<file path="src/rtl/serializador_piso.sv">
// =============================================================================
// Module   : serializador_piso
// Purpose  : Parallel-in, serial-out shift register feeding a 1-bit link.
// Revision : 1.0 - initial release
// =============================================================================
`default_nettype none

module serializador_piso #(
    parameter int   LARGURA      = 8,
    parameter logic MSB_PRIMEIRO = 1'b1,
    parameter logic NIVEL_OCIOSO = 1'b0
) (
    input  logic                       clock,
    input  logic                       reset,
    input  logic                       carregar,
    input  logic [LARGURA-1:0]         dado,
    input  logic                       habilitar,
    output logic                       bitSaida,
    output logic                       ocupado,
    output logic                       concluido,
    output logic [$clog2(LARGURA)-1:0] contagem
);

    localparam int                c_cw     = $clog2(LARGURA);
    localparam logic [c_cw-1:0]   c_ultimo = c_cw'(LARGURA - 1);

    localparam logic [0:0] c_ocioso       = 1'b0;
    localparam logic [0:0] c_transmitindo = 1'b1;

    logic [0:0]         r_estado;
    logic [LARGURA-1:0] r_registro;

    logic               w_primeiro_bit;
    logic               w_proximo_bit;
    logic [LARGURA-1:0] w_deslocado;

    // The register always shifts toward the output end, so the next bit to
    // present sits right behind the current one.
    generate
        if (MSB_PRIMEIRO) begin : g_msb_primeiro
            assign w_primeiro_bit = dado[LARGURA-1];
            assign w_proximo_bit  = r_registro[LARGURA-2];
            assign w_deslocado    = {r_registro[LARGURA-2:0], 1'b0};
        end else begin : g_lsb_primeiro
            assign w_primeiro_bit = dado[0];
            assign w_proximo_bit  = r_registro[1];
            assign w_deslocado    = {1'b0, r_registro[LARGURA-1:1]};
        end
    endgenerate

    always_ff @(posedge clock or posedge reset) begin
        if (reset) begin
            r_estado   <= c_ocioso;
            r_registro <= '0;
            bitSaida   <= NIVEL_OCIOSO;
            ocupado    <= 1'b0;
            concluido  <= 1'b0;
            contagem   <= '0;
        end else begin
            concluido <= 1'b0;
            case (r_estado)
                c_ocioso: begin
                    bitSaida <= NIVEL_OCIOSO;
                    if (carregar) begin
                        r_estado   <= c_transmitindo;
                        r_registro <= dado;
                        bitSaida   <= w_primeiro_bit;
                        ocupado    <= 1'b1;
                        contagem   <= '0;
                    end
                end
                c_transmitindo: begin
                    if (habilitar) begin
                        if (contagem == c_ultimo) begin
                            concluido <= 1'b1;
                            contagem  <= '0;
                            // A load on the final edge chains the next word
                            // without an idle gap.
                            if (carregar) begin
                                r_registro <= dado;
                                bitSaida   <= w_primeiro_bit;
                            end else begin
                                r_estado   <= c_ocioso;
                                r_registro <= '0;
                                bitSaida   <= NIVEL_OCIOSO;
                                ocupado    <= 1'b0;
                            end
                        end else begin
                            r_registro <= w_deslocado;
                            bitSaida   <= w_proximo_bit;
                            contagem   <= contagem + 1'b1;
                        end
                    end
                end
                default: begin
                    r_estado <= c_ocioso;
                end
            endcase
        end
    end

endmodule

`default_nettype wire

</file>
<file path="config.mk">
export PLATFORM = sky130hd
export DESIGN_NAME = serializador_piso
export DESIGN_NICKNAME = d
export VERILOG_FILES = /design/src/rtl/serializador_piso.sv
export SDC_FILE = /design/constraint.sdc
export NUM_CORES = 1
export LEC_CHECK = 0
export ABC_AREA = 1
export CORE_MARGIN = 5
export CORE_UTILIZATION = 40
export DETAILED_ROUTE_END_ITERATION = 8
export GPL_TIMING_DRIVEN = 0
export PLACE_DENSITY = 0.78
export SLEW_MARGIN = 0
export SYNTH_ARGS = -nofsm -noshare
export SYNTH_HDL_FRONTEND = slang
export SYNTH_SLANG_ARGS = --single-unit
</file>
<file path="constraint.sdc">
create_clock -name clock -period 1.51 [get_ports clock]
set_input_delay 0.302 -clock clock [delete_from_list [all_inputs] [get_ports clock]]
set_output_delay 0.302 -clock clock [all_outputs]
set_load 0.02 [all_outputs]
</file>
==> key figures <==
GRT
  – First-pass GRT wire length: 2525 um
  – Global route overflow: 0
  – Vias in the first global route: 605
  – Overall routing resource usage: 12.72%
  – Initial antenna violation count: 0
  – Largest net degree at the start of global routing: 15

Worst setup path
  – Cell breakdown of the critical path: ha_1 > ha_2 > clkinv_4 > nand2_8 > a21oi_4 > nand2_1 > nand2_1
  – CP required: 1.73 ns
  – Delay-heaviest family, CP: adder cells
  – Crit path buf inv count: 1
  – Crit-path max cell delay: 0.40 ns
  – Max stage delay cell, worst path: dfrtp_1
  – Worst setup SP type: register
  – Setup CP Type: register to register
  – Crit path top cell by count: nand2_1
  – Max Fanout on Critical Path: 10
  – Reg2Reg Setup Slack: 0.11 ns
  – WP data arrival: 1.63 ns
  – Worst setup EP type: register

Run status
  – Status: finished clean

Power and ir drop
  – Worst vdd ir: 0.9106 mV
  – Lkg Pwr: 0.5330 nW
  – PwrDens: 1483 mW/mm^2

Yosys
  – Post-synthesis sequential area ratio: 47.62%
  – Seq cells post-synth: 14
  – Cell Area, Synth: 735.7 um^2
  – Synth Instances: 91
  – Avg Inst Size Synth: 8.085 um^2
  – Syn. warnings: 0
  – Net Count, Synth: 106
  – Unique masters post-synth: 16

Die
  – Die Wd: 52.89 um
  – Top Ports: 18
  – Starting Density: 42.15%
  – Die outline area: 0.002797 mm^2
  – Rows: 15
  – Vert. Die Dim: 52.89 um
  – Core area: 0.001745 mm^2

Timing
  – RSZ-0062 raised after global routing: no
  – Final Hold Fails: 0
  – Post-route clock period utilization: 92.91%
  – Least-Margin Pin Slew: 0.5372 ns
  – Fin. max-slew vios: 0
  – Setup Total Neg Slack: 0 ns
  – Final worst path period need: 1.403 ns
  – Clk_skew: 0.001686 ns
  – Fmax: 712.8 MHz
  – Finish-stage setup viols: 0
  – Normalized max-slew margin: 64.15%

Detailed routing
  – Vias per cell: 4.717
  – 1st-pass router iterations: 4
  – DR iter-0 viols: 14
  – DRC violation count after routing: 0
  – Final wirelength: 1535 um
  – Vias: 651
  – Mean routed wirelength per cell: 11.12 um
  – Final antenna-violating net count: 0

CTS
  – CTS Root Cell: clkbuf_4
  – Clock-pin slew on the worst setup and hold paths: 0.08 ns
  – Htree depth: 1
  – Worst skew pair latency: 0.28 ns
  – TritonCTS clock tree: done
  – Worst-case clock buffer depth: 2
  – Total clock sinks: 14
  – Total CTS buffers: 3

Finish
  – Final Cell Area: 973.4 um^2
  – N_diodes: 0
  – Most frequent cells in the layout: 43 x nand2_1, 14 x dfrtp_1, 11 x clkdlybuf4s50_1
  – Fin nets: 130
  – Layout cells sized above 1: 10.62%
  – FILL cells: 166
  – Commonest non-fill, non-tap cell in the layout: nand2_1
  – Layout area overhead: 32.31%
  – Final core utilization: 55.77%
  – Finished Layout Cells: 138

Run
  – Max-capacitance violation count: 0

Min path
  – HP Class: input pin to async pin

Placement
  – Port Buffers: 17
  – Placed Area: 937.1 um^2
  – Placed cells: 133
  – Hpwl dp: 1116 um
  – Routability cong.: 0.7700
-- cells by family after synthesis --
kind of cell	share of synthesized area, %
and+or+nand+nor	35.03
AOI/OAI and AO/OA	5.953
DFF	47.62
adders and majority gates	5.103
buffers and inverters	6.292
-- registers in the layout, summed over array words and instances (netlist names) --
signal      flops
bitSaida        1
contagem        3
ocupado         1
concluido       1
r_registro      7
r_estado        1
-- worst reg2reg max path: stages (launching register included) --
cell,delay [ns]
dfrtp_1,0.40
ha_1,0.23
ha_2,0.19
clkinv_4,0.07
nand2_8,0.07
a21oi_4,0.23
nand2_1,0.08
nand2_1,0.07
-- repair_timing --
action                                  4_1_cts  5_1_grt
endpoints found under the setup margin        5        6
gates cloned                                  0        0
gates resized for setup                       5        2
buffers inserted                              0        2
hold buffers                                  0        0
pin swaps                                     0        1
-- cells in the mapped netlist --
| cell | number | area [um^2] |
|---|---|---|
| nand2_1 | 43 | 161.4 |
| dfrtp_1 | 14 | 350.3 |
| nor2_1 | 4 | 15.01 |
| clkinv_4 | 1 | 8.760 |
| nor3_1 | 1 | 5.000 |
| nand3_1 | 9 | 45.04 |
| buf_6 | 1 | 11.26 |
| ha_1 | 3 | 37.54 |
| o21ai_1 | 2 | 10.01 |
| inv_2 | 1 | 3.750 |
| a21oi_4 | 1 | 16.27 |
| a21oi_1 | 2 | 10.01 |
| nand2_8 | 1 | 20.02 |
| a22oi_1 | 1 | 7.510 |
| nand2_4 | 1 | 11.26 |
| inv_1 | 6 | 22.52 |
-- power breakdown --
part	internal, mW	switching, mW
sequential	0.508	0.0832
clock	0.0927	0.121
combinational	0.273	0.365
-- final timing paths --
path / start / to / depth (start not counted)
max in group asynchronous: reset / r_registro[4] / 2
min: reset / concluido / 2
min in group clock: r_registro[4] / r_registro[4] / 2
max reg2reg: contagem[0] / r_registro[6] / 7
max: contagem[0] / r_registro[6] / 7
min reg2reg: r_registro[4] / r_registro[4] / 2
-- per-stage QoR --
| stage | power, mW | hold WS, ns | worst slack (ns) |
|---|---|---|---|
| floorplan | 1.021 | 0.1912 | 0.1157 |
| global placement | 1.240 | 0.4624 | 0.04955 |
| detailed placement | 1.267 | 0.4666 | 0.01502 |
| CTS | 1.435 | 0.3805 | 0.001594 |
| global route | 1.571 | 0.4096 | 0.02021 |
| finish | 1.444 | 0.3521 | 0.1071 |
-- metal layers --
layer | track usage (%) | vias to the layer above | part of all wire (%)
met5 | 0 | - | 0
met4 | 8.936 | 0 | 2.1
met3 | 3.099 | 6 | 4.9
met2 | 19.63 | 15 | 48
met1 | 15.34 | 300 | 45
li1 | - | 330 | -
-- layout make-up --
class,instances,area [um^2],area share [%]
Buffer,1,11.26,1.157
Multi-Input combinational cell,68,341.6,35.09
Tap cell,25,31.28,3.213
Timing Repair Buffer,19,181.4,18.64
Clock buffer,3,22.52,2.314
Inverter,8,35.03,3.599
Sequential cell,14,350.3,35.99
(Power assumes the default switching activity.)
